<file path="config.mk">
export PLATFORM = sky130hd
export DESIGN_NAME = des_sbox_stage
export DESIGN_NICKNAME = d
export VERILOG_FILES = /design/src/rtl/des_pkg.sv /design/src/rtl/des_sbox_lookup.sv /design/src/rtl/des_sbox_stage.sv
export SDC_FILE = /design/constraint.sdc
export NUM_CORES = 1
export LEC_CHECK = 0
export CORE_MARGIN = 2
export CORE_UTILIZATION = 25
export DETAILED_ROUTE_END_ITERATION = 10
export GPL_TIMING_DRIVEN = 1
export SLEW_MARGIN = 20
export SYNTH_ARGS = -nofsm -noshare
export SYNTH_HDL_FRONTEND = slang
export SYNTH_SLANG_ARGS = --single-unit
</file>
<file path="constraint.sdc">
create_clock -name clk -period 3.5 [get_ports clk]
set_input_delay 0.35 -clock clk [delete_from_list [all_inputs] [get_ports clk]]
set_output_delay 0.35 -clock clk [all_outputs]
set_load 0.01 [all_outputs]
</file>
<file path="src/rtl/des_pkg.sv">
// DES S-box constants shared by the substitution stage and its lookup cells.
// Tables are FIPS 46-3 S1..S8; each row is packed as 16 nibbles, column 0 in
// the leftmost nibble, so DES_SBOX[box][row][col] reads straight from the text.
package des_pkg;

    localparam int HALF_W = 32;  // DES half-block width
    localparam int EXP_W  = 48;  // E-expanded half-block / subkey width
    localparam int SBOX_N = 8;   // number of S-boxes

    localparam logic [0:7][0:3][0:15][3:0] DES_SBOX = '{
        // S1
        '{64'hE4D12FB83A6C5907, 64'h0F74E2D1A6CB9538,
          64'h41E8D62BFC973A50, 64'hFC8249175B3EA06D},
        // S2
        '{64'hF18E6B34972DC05A, 64'h3D47F28EC01A69B5,
          64'h0E7BA4D158C6932F, 64'hD8A13F42B67C05E9},
        // S3
        '{64'hA09E63F51DC7B428, 64'hD709346A285ECBF1,
          64'hD6498F30B12C5AE7, 64'h1AD069874FE3B52C},
        // S4
        '{64'h7DE3069A1285BC4F, 64'hD8B56F03472C1AE9,
          64'hA690CB7DF13E5284, 64'h3F06A1D8945BC72E},
        // S5
        '{64'h2C417AB6853FD0E9, 64'hEB2C47D150FA3986,
          64'h421BAD78F9C5630E, 64'hB8C71E2D6F09A453},
        // S6
        '{64'hC1AF92680D34E75B, 64'hAF427C9561DE0B38,
          64'h9EF528C3704A1DB6, 64'h432C95FABE17608D},
        // S7
        '{64'h4B2EF08D3C975A61, 64'hD0B7491AE35C2F86,
          64'h14BDC37EAF680592, 64'h6BD814A7950FE23C},
        // S8
        '{64'hD2846FB1A93E50C7, 64'h1FD8A374C56B0E92,
          64'h7B419CE206ADF358, 64'h21E74A8DFC90356B}
    };

    // Row index is the outer bit pair of the 6-bit group (DES bits 1 and 6).
    function automatic logic [1:0] sbox_row(input logic [0:5] b);
        return {b[0], b[5]};
    endfunction

    // Column index is the inner four bits, first bit most significant.
    function automatic logic [3:0] sbox_col(input logic [0:5] b);
        return b[1:4];
    endfunction

endpackage

</file>
<file path="src/rtl/des_sbox_lookup.sv">
// One combinational DES S-box: 6-bit group in, 4-bit nibble out (MSB = first
// output bit). SBOX_IDX selects S1..S8 as 0..7.
module des_sbox_lookup
    import des_pkg::*;
#(
    parameter int SBOX_IDX = 0
) (
    input  logic [0:5] sel_i,
    output logic [3:0] nib_o
);

    logic [1:0] row;
    logic [3:0] col;

    // Pure table read; no state.
    always_comb begin
        row   = sbox_row(sel_i);
        col   = sbox_col(sel_i);
        nib_o = DES_SBOX[SBOX_IDX][row][col];
    end

endmodule

</file>
<file path="src/rtl/des_sbox_stage.sv">
// Two-register DES f-function substitution stage: key mix into stage 1,
// S-box substitution into stage 2, outputs driven straight from stage 2.
// Optional build macro DES_SBOX_PARITY_EN adds input parity checking with a
// sticky error flag and a parity bit travelling with the output word.
module des_sbox_stage
    import des_pkg::*;
#(
    parameter int TAG_W = 4
) (
    input  logic              clk,
    input  logic              rst,
    input  logic              in_valid,
    output logic              in_ready,
    input  logic [0:EXP_W-1]  in_expanded,
    input  logic [0:EXP_W-1]  in_subkey,
    input  logic [TAG_W-1:0]  in_tag,
    output logic              out_valid,
    input  logic              out_ready,
    output logic [0:HALF_W-1] out_data,
    output logic [TAG_W-1:0]  out_tag
`ifdef DES_SBOX_PARITY_EN
    ,
    input  logic              in_parity,
    output logic              out_parity,
    output logic              parity_err
`endif
);

    logic              s1_valid_q;
    logic [0:EXP_W-1]  s1_x_q, s1_x_d;
    logic [TAG_W-1:0]  s1_tag_q;
    logic              s2_valid_q;
    logic [0:HALF_W-1] s2_data_q, s2_data_d;
    logic [TAG_W-1:0]  s2_tag_q;
    logic              adv_s2;
    logic              load_s1;

    // Stage 2 moves whenever it is empty or being drained; stage 1 can take
    // a word whenever it is empty or its contents move on into stage 2.
    always_comb begin
        adv_s2   = !s2_valid_q || out_ready;
        in_ready = !s1_valid_q || adv_s2;
        load_s1  = in_valid && in_ready;
        s1_x_d   = in_expanded ^ in_subkey;
    end

    // Eight lookups between the two registers, one per 6-bit group.
    for (genvar j = 0; j < SBOX_N; j++) begin : g_sbox
        des_sbox_lookup #(.SBOX_IDX(j)) u_lookup (
            .sel_i (s1_x_q[6*j +: 6]),
            .nib_o (s2_data_d[4*j +: 4])
        );
    end

    // Stage 1: key-mixed word and its tag; empties when its word moves on.
    always_ff @(posedge clk or posedge rst) begin
        if (rst) begin
            s1_valid_q <= 1'b0;
            s1_x_q     <= '0;
            s1_tag_q   <= '0;
        end else if (in_ready) begin
            s1_valid_q <= in_valid;
            if (in_valid) begin
                s1_x_q   <= s1_x_d;
                s1_tag_q <= in_tag;
            end
        end
    end

    // Stage 2: substituted word; a bubble from stage 1 clears valid but
    // leaves the old data in place.
    always_ff @(posedge clk or posedge rst) begin
        if (rst) begin
            s2_valid_q <= 1'b0;
            s2_data_q  <= '0;
            s2_tag_q   <= '0;
        end else if (adv_s2) begin
            s2_valid_q <= s1_valid_q;
            if (s1_valid_q) begin
                s2_data_q <= s2_data_d;
                s2_tag_q  <= s1_tag_q;
            end
        end
    end

    assign out_valid = s2_valid_q;
    assign out_data  = s2_data_q;
    assign out_tag   = s2_tag_q;

`ifdef DES_SBOX_PARITY_EN
    logic out_parity_q;
    logic parity_err_q;

    // Output parity rides with stage 2; the error flag latches on any
    // accepted word whose supplied parity disagrees with its data.
    always_ff @(posedge clk or posedge rst) begin
        if (rst) begin
            out_parity_q <= 1'b0;
            parity_err_q <= 1'b0;
        end else begin
            if (adv_s2 && s1_valid_q)
                out_parity_q <= ^s2_data_d;
            if (load_s1 && (in_parity != ^in_expanded))
                parity_err_q <= 1'b1;
        end
    end

    assign out_parity = out_parity_q;
    assign parity_err = parity_err_q;
`endif

endmodule

</file>
# Yosys cells after proc, flatten, opt, wreduce, memory -nomap -nowiden
# Index checks and enable logic that the tools add are counted.
# op_classes
div,0
n_shift,0
n_lt_le_gt_ge,16
n_eq_ne,0
addsub,0
n_reduce_logical,6
muxes,48
n_bitwise,17
multipliers,0
# ops
operator,n
$bmux 64 s2,8
$mux 64,16
$bmux 4 s4,8
$mux 4,16
$xor 48x48->48,1
$ge 5x5->1 const B,8
$not 4->5,8
$ge 3x3->1 const B,8
$not 2->3,8
$reduce_and 2->1,2
$logic_not 1->1,2
$logic_or 1x1->1,2
# word_totals
inputBits,104
ff_bits,90
rom_bits,0
latchBits,0
memories,0
wordCells,93
mem_bits_rw,0

# Logic depth before layout (Yosys ltp)
# Gate-level depths: netlist of run 1.
# depth
depth_word,7
ltp_mapped,8
ltp_nobuf,7

# By module
# Synthesis of run 1 repeated with hierarchy kept, for this count alone.
# unflattened
hier_cells,933
area_unflattened_um2,9530.4
# modules_own_cells
mod,cells_each,seq_area_each_um2,area_each_um2,n_inst
des_sbox_stage,241,2252.2,4172.8,1
des_sbox_lookup (g_sbox[4].u_lookup),82,0.0,715.7,1
des_sbox_lookup (g_sbox[2].u_lookup),84,0.0,698.2,1
des_sbox_lookup (g_sbox[5].u_lookup),88,0.0,673.1,1
des_sbox_lookup (g_sbox[6].u_lookup),87,0.0,671.9,1
des_sbox_lookup (g_sbox[0].u_lookup),83,0.0,653.1,1
des_sbox_lookup (g_sbox[3].u_lookup),93,0.0,653.1,1
des_sbox_lookup (g_sbox[7].u_lookup),87,0.0,648.1,1
des_sbox_lookup (g_sbox[1].u_lookup),88,0.0,644.4,1

# Least setup slack after synthesis of run 1
# No wires, ideal clock.
# synth_timing
path_type,flip-flop to flip-flop
startpoint,register s1_x_q[6] (netlist bit)
endpoint,"register s2_data_q, in the netlist out_data[5]"
setup_slack_ps,1359
n_path_buf,1
arrival_ps,2076
path_stages_with_launch,8
required_time_ps,3436
setup_time_ps,64
period_less_slack_ps,2141
cell_sequence,dfrtp_1 > inv_1 > ha_1 > buf_2 > mux2_4 > mux4_2 > a211oi_1 > a21o_1
# synth_via
elab_chain_cells,7
# synth_rtl
item,line,text
from (decl),des_sbox_stage.sv:30,"logic [0:EXP_W-1] s1_x_q, s1_x_d;"
from (signal assigned),des_sbox_stage.sv:59,s1_x_q <= '0;
from (signal assigned),des_sbox_stage.sv:64,s1_x_q <= s1_x_d;
$not 2->3 (not written as such),des_sbox_lookup.sv:19,nib_o = DES_SBOX[SBOX_IDX][row][col];
$bmux 64 s2,des_sbox_lookup.sv:19,
$mux 64 (not written as such) (2 in a row),des_sbox_lookup.sv:19,
$bmux 4 s4,des_sbox_lookup.sv:19,
$mux 4 (not written as such) (2 in a row),des_sbox_lookup.sv:19,
to (signal assigned),des_sbox_stage.sv:80,s2_data_q <= s2_data_d;
to (decl),des_sbox_stage.sv:33,"logic [0:HALF_W-1] s2_data_q, s2_data_d;"
# Every way passes these cells. The select of a mux whose other input is x is not followed.
# A chain may end at the register's enable or synchronous reset.

# Final worst setup path of run 1
# layout_timing
startpoint,register s1_x_q[6] (netlist bit)
endpoint,"register s2_data_q, in the netlist out_data[6]"
# The elaborated chain is that of the path after synthesis.

==> results.md, run 1 <==
* Layout area overhead at 22.6%
* Largest net degree at the start of global routing at 66
* Crit path launch: s1_x_q[6]
* Filler cell count at 3519
* Drt first pass iters at 5
* Inserted Clock Buffers at 9
* GRT overflow at 0
* CTS tree: built
* GRT busiest layer: met2
* Placer Congestion at 0.866
* Post-CTS Hold Buffers at 0
* Post-cts resize count at 0
* TNS Setup at 0 ps
* Ys flop type: dfrtp_1
* Area of the multi-input gates at 0.00579 sq mm
* DR vias/cell at 5.01
* Initial antenna violation count at 0
* H-tree levels at 3
* Crit path DAT at 2690 ps
* Pwr Density at 515 mW/mm^2
* Clock transition at path regs at 70 ps
* Clk buf depth at 2
* Top post-synthesis cells by area: dfrtp_1, ha_1, a21oi_1
* Startpoint class of the critical path: register
* RSZ-0062 raised after global routing: false
* Commonest non-fill, non-tap cell in the layout: clkdlybuf4s50_1
* Num Clock Sinks at 90
* First-pass GRT wire length at 38.3 mm
* Fmax at 407 MHz
* Max-slew headroom at 34.3%
* Initial DRC Count at 759
* WL/cell at 14.9 um
* Worst-Skew Late Latency at 360 ps
* Register Area at 0.00225 sq mm
* Fin. max-slew vios at 0
* Vias in the first global route at 7431
* Die Ht at 190 um
* Min-delay worst type: in -> async
* Worst setup EP type: register
* Leakage power at 4.18 nW
* Post-synth EDFFs at 0
* Final Hold Vio Count at 0
* Tot GR Track Use at 13.1%
* Die W at 190 um
* Clock skew at 7.54 ps
* RR Endpoint: out_data[6]
* Detailed Route WL at 23.6 mm
* Top Ports at 142
* Post-synthesis register bit count at 90
* Remaining antenna violation count at 0
* Hpwl dp at 16.8 mm
* Share of the synthesized area in the top cell type at 26.2%
* Status: completed
* Clock root buffer: clkbuf_16
* WS Path Type: reg -> reg
* PortBufs at 141
* Mean post-synth cell area at 8.08 sq um
* GRT met3 Usage at 2.73%
* Peak VDD IR at 0.266 mV
* Core ar. at 0.0337 sq mm
* Yosys Warn Count at 0
* Die area at 0.0359 sq mm
* Initial core utilization at 25.5%
* R2r startpoint: s1_x_q[6]
* Area leader, netlist: dfrtp_1
* Row Count at 67
* Setup violations, final at 0
* Tmin final at 2460 ps
* Sequential share of the synthesized area at 26.2%
* Cell count after synthesis at 1065
* R2R depth at 7
* Crit share post-route at 70.2%
* Setup bufs post-CTS at 0
* Yosys cell types at 67
* Data required time of the worst path at 3730 ps
* Worst Max-Slew Pin Slew at 985 ps
* # diodes at 0
* Grt met2 use at 21.6%
* Post-synthesis cell area at 0.00861 sq mm
* Most frequent cells in the layout: clkdlybuf4s50_1, nand2_1, nor2_1, dfrtp_1, a21oi_1
* Nets at 1301
* Placed Cells at 1571
* Fin cells at 1587
* Syn nets at 1232
* Async SR Flop Fraction at 100%
* Max Cap Viol at 0
* Layout cells sized above 1 at 5.71%
* M1 GR Usage at 17.3%
* Vias at 7944
* DRC viols at 0
* R2r setup slk at 1040 ps
* Crit path max fanout at 9
-- cells in the mapped netlist (9+ instances only) --
master	instances
o31ai_1	11
xnor2_1	33
clkbuf_1	41
o22ai_1	14
buf_2	33
a21oi_1	86
xor2_1	33
mux2i_1	15
nand2_1	106
inv_1	41
o311ai_0	9
o21ai_0	78
nand2b_1	35
a31oi_1	13
nor2_1	98
dfrtp_1	90
nand3_1	16
o211ai_1	17
ha_1	63
a211oi_1	29
nor2b_1	22
nor3_1	22
mux2_2	9
mux4_2	17
-- worst max-delay path, stage by stage (launching register included) --
cell and delay [ps]:
dfrtp_1 540, inv_1 240, ha_1 510, nor2b_1 100, or2_0 230, mux4_2 460
nor3_1 190, a311oi_1 60
-- how the worst max path moves through the flow --
stage	endpoint	slack (ps)	cells after the start
2_1_floorplan	out_data[0]	810	1
3_3_place_gp	out_data[19]	1020	7
3_5_place_dp	out_data[19]	990	7
4_1_cts	out_data[6]	1070	7
5_1_grt	out_data[23]	890	5
6_report	out_data[6]	1040	7
-- power by group --
part | switching [mW] | total (mW) | internal [mW]
logic | 1.18 | 2.48 | 1.30
registers | 0.568 | 1.86 | 1.29
clock network | 0.452 | 1.10 | 0.647
-- sequential cells by signal (all words and copies together), names as in the netlist --
signal and cells:
s1_x_q 48, s1_valid_q 1, s1_tag_q 4, out_data 32
out_valid 1, out_tag 4
-- area by class of cell --
| class | instances | share of cell area (%) |
|---|---|---|
| Clock inverter | 4 | 0.711 |
| Clock buffer | 12 | 2.33 |
| Multi-Input combinational cell | 843 | 54.8 |
| Inverter | 42 | 1.52 |
| Tap cell | 448 | 5.31 |
| Timing Repair Buffer | 148 | 14.0 |
| Sequential cell | 90 | 21.3 |
-- per-layer routing --
metal | vias up | routed length, um | share of wire (%)
met5 | - | 0 | 0
met4 | 0 | 323 | 1.4
met3 | 23 | 1310 | 5.5
met2 | 231 | 11100 | 47
met1 | 3726 | 10900 | 46
li1 | 3964 | - | -
-- logic make-up (layout without fill, tap and decap cells) --
kind of cell	Yosys count	in the layout	share of synthesized area, %
compound gates	335	335	25.3
xor+xnor	66	66	6.71
fa+ha+maj	63	63	9.16
buf+inv	132	206	6.76
flops	90	90	26.2
mux	42	42	7.54
simple gates	337	337	18.4
-- through the flow --
stage	instance area [sq um]	utilization (%)	total power, mW	hold slack, ps	setup WS [ps]
final	10600	31.3	5.43	452	1040
after floorplan	8610	-	3.45	433	815
after global routing	10600	31.3	5.84	504	894
after global placement	10200	30.4	4.33	457	1020
after CTS	10600	31.3	5.48	478	1070
after detailed placement	10200	30.4	4.35	463	992
No activity file was read; power rests on OpenSTA's default activity.
==> inputs of run 2 (changes only) <==
==> constraint.sdc (replaced) <==
create_clock -name clk -period 2.21 [get_ports clk]
set_input_delay 0.221 -clock clk [delete_from_list [all_inputs] [get_ports clk]]
set_output_delay 0.221 -clock clk [all_outputs]
set_load 0.01 [all_outputs]
==> results.md, run 2 (synthesized netlist as in run 1, its figures left out) <==
* Num Clock Sinks at 90 (unchanged)
* Placed Area at 0.0107 sq mm (was 0.0102 sq mm)
* Core ar. at 0.0337 sq mm (unchanged)
* Initial antenna violation count at 0 (unchanged)
* WL/cell at 14.5 um (was 14.9 um)
* Worst Max-Slew Pin Slew at 713 ps (was 985 ps)
* RR Endpoint: out_data[1] (was out_data[6])
* Die Ht at 190 um (unchanged)
* Max-slew headroom at 52.5% (was 34.3%)
* Fin. max-slew vios at 0 (unchanged)
* Most frequent cells in the layout: clkdlybuf4s50_1, nand2_1, nor2_1, dfrtp_1, a21oi_1 (unchanged)
* Leakage power at 4.47 nW (was 4.18 nW)
* R2r startpoint: s1_x_q[0] (was s1_x_q[6])
* Clock share of power at 17.9% (was 20.2%)
* Post-CTS Hold Buffers at 0 (unchanged)
* Worst setup EP type: register (unchanged)
* P_int at 5.24 mW (was 3.24 mW)
* Crit-path cells: inv_1 -> ha_1 -> or2_2 -> mux4_2 -> o211ai_1 -> a31oi_1 (was inv_1 -> ha_1 -> nor2b_1 -> or2_0 -> mux4_2 -> nor3_1 -> a311oi_1)
* Area of the multi-input gates at 0.00580 sq mm (was 0.00579 sq mm)
* Largest net degree at the start of global routing at 91 (was 66)
* Row Count at 67 (unchanged)
* Sw Share at 39.7% (was 40.4%)
* Design Area, Final at 0.0110 sq mm (was 0.0106 sq mm)
* Critical-path cell with the highest stage delay: dfrtp_1 (unchanged)
* Tmin final at 2070 ps (was 2460 ps)
* Die W at 190 um (unchanged)
* Critical Path Stages at 6 (was 7)
* Placed Cells at 1630 (was 1571)
* Pwr Density at 788 mW/mm^2 (was 515 mW/mm^2)
* Sequential share of power at 30.5% (was 34.2%)
* Final Hold Vio Count at 0 (unchanged)
* Register Area at 0.00225 sq mm (about the same)
* DR vias/cell at 4.93 (was 5.01)
* Clk buf depth at 2 (unchanged)
* Setup bufs post-CTS at 0 (unchanged)
* WS Path Type: reg -> reg (unchanged)
* Max Cap Viol at 0 (unchanged)
* Fmax at 483 MHz (was 407 MHz)
* Switching power at 3.45 mW (was 2.20 mW)
* PortBufs at 141 (unchanged)
* Min-delay worst type: in -> async (unchanged)
* Clock skew at 5.90 ps (was 7.54 ps)
* Setup violations, final at 0 (unchanged)
* Crit path launch: s1_x_q[0] (was s1_x_q[6])
* Tot GR Track Use at 13.2% (was 13.1%)
* Vias in the first global route at 7717 (was 7431)
* RSZ-0062 raised after global routing: false (unchanged)
* Layout area overhead at 28.0% (was 22.6%)
* Post-cts resize count at 0 (unchanged)
* Status: completed (unchanged)
* R2R depth at 6 (was 7)
* Peak VDD IR at 0.359 mV (was 0.266 mV)
* Crit path to: out_data[1] (was out_data[6])
* Vias at 8116 (was 7944)
* # diodes at 0 (unchanged)
* Worst-Skew Late Latency at 340 ps (was 360 ps)
* Detailed Route WL at 23.9 mm (was 23.6 mm)
* Inserted Clock Buffers at 9 (unchanged)
* Commonest non-fill, non-tap cell in the layout: clkdlybuf4s50_1 (unchanged)
* CP max stage delay at 500 ps (was 540 ps)
* Hpwl dp at 17.7 mm (was 16.8 mm)
* Remaining antenna violation count at 0 (unchanged)
* First-pass GRT wire length at 39.3 mm (was 38.3 mm)
* Logic pwr share at 51.6% (was 45.6%)
* Startpoint class of the critical path: register (unchanged)
* Crit share post-route at 93.6% (was 70.2%)
* Top reg by flops: s1_x_q (unchanged)
* Clock root buffer: clkbuf_16 (unchanged)
* Drt first pass iters at 7 (was 5)
* Clock transition at path regs at 70 ps (about the same)
* GRT overflow at 0 (unchanged)
* Crit path max fanout at 10 (was 9)
* R2r setup slk at 140 ps (was 1040 ps)
* H-tree levels at 3 (unchanged)
* Fin cells at 1645 (was 1587)
* CP top delay family: flip-flops (unchanged)
* Initial DRC Count at 747 (was 759)
* CTS tree: built (unchanged)
* WP buf/inv at 1 (unchanged)
* Placer Congestion at 0.886 (was 0.866)
* TNS Setup at 0 ps (unchanged)
* Max reg flops at 48 (unchanged)
* Die area at 0.0359 sq mm (unchanged)
* Data required time of the worst path at 2430 ps (was 3730 ps)
* Layout cells sized above 1 at 10.4% (was 5.71%)
* Top Ports at 142 (unchanged)
* DRC viols at 0 (unchanged)
* Filler cell count at 3545 (was 3519)
* Initial core utilization at 25.5% (unchanged)
* Crit path DAT at 2290 ps (was 2690 ps)
* Nets at 1360 (was 1301)
[run 2: area by class of cell]
cell class / instances / area share (%)
clock buffer: 12 / 2.24
timing repair buffer: 207 / 17.8
multi-input combinational: 843 / 52.6
clock inverter: 3 / 0.363
sequential: 90 / 20.4
inverter: 42 / 1.47
tap: 448 / 5.09
[run 2: routing by layer]
metal	part of all wire, %	vias up	global-route usage, %
met5	0	-	0
met4	1.1	0	2.71
met3	4.9	20	2.40
met2	48	205	22.6
met1	46	3822	17.4
li1	-	4069	-
[run 2: how the worst min path moves through the flow]
stage,cells after the start,slack [ps],end
2_1_floorplan,1,330,s1_valid_q
3_3_place_gp,2,450,out_tag[0]
3_5_place_dp,2,470,out_tag[0]
4_1_cts,3,410,s1_x_q[34]
5_1_grt,3,380,s1_tag_q[2]
6_report,3,320,s1_x_q[22]
[run 2: power by group through the flow]
stage                     clock network (mW)  registers [mW]  logic, mW
after floorplan                            0            2.47       3.00
after global placement                     0            2.67       4.42
after detailed placement                   0            2.67       4.47
after CTS                               1.63            2.64       4.49
after global routing                    1.67            2.74       4.96
final                                   1.55            2.65       4.48
[run 2: worst min-delay path: cells and delay by family]
family / cells / cell delay (ps)
buf+inv: 3 / 900
[run 2: stage by stage]
| stage | hold slack (ps) | setup slack (ps) | utilization [%] | power (mW) |
|---|---|---|---|---|
| 5_1_grt | 382 | 0.888 | 32.7 | 9.37 |
| 4_1_cts | 405 | 146 | 32.7 | 8.76 |
| 3_3_place_gp | 449 | 210 | 31.8 | 7.09 |
| 2_1_floorplan | 329 | 69.3 | - | 5.47 |
| 3_5_place_dp | 475 | 153 | 31.8 | 7.14 |
| 6_report | 321 | 141 | 32.7 | 8.69 |
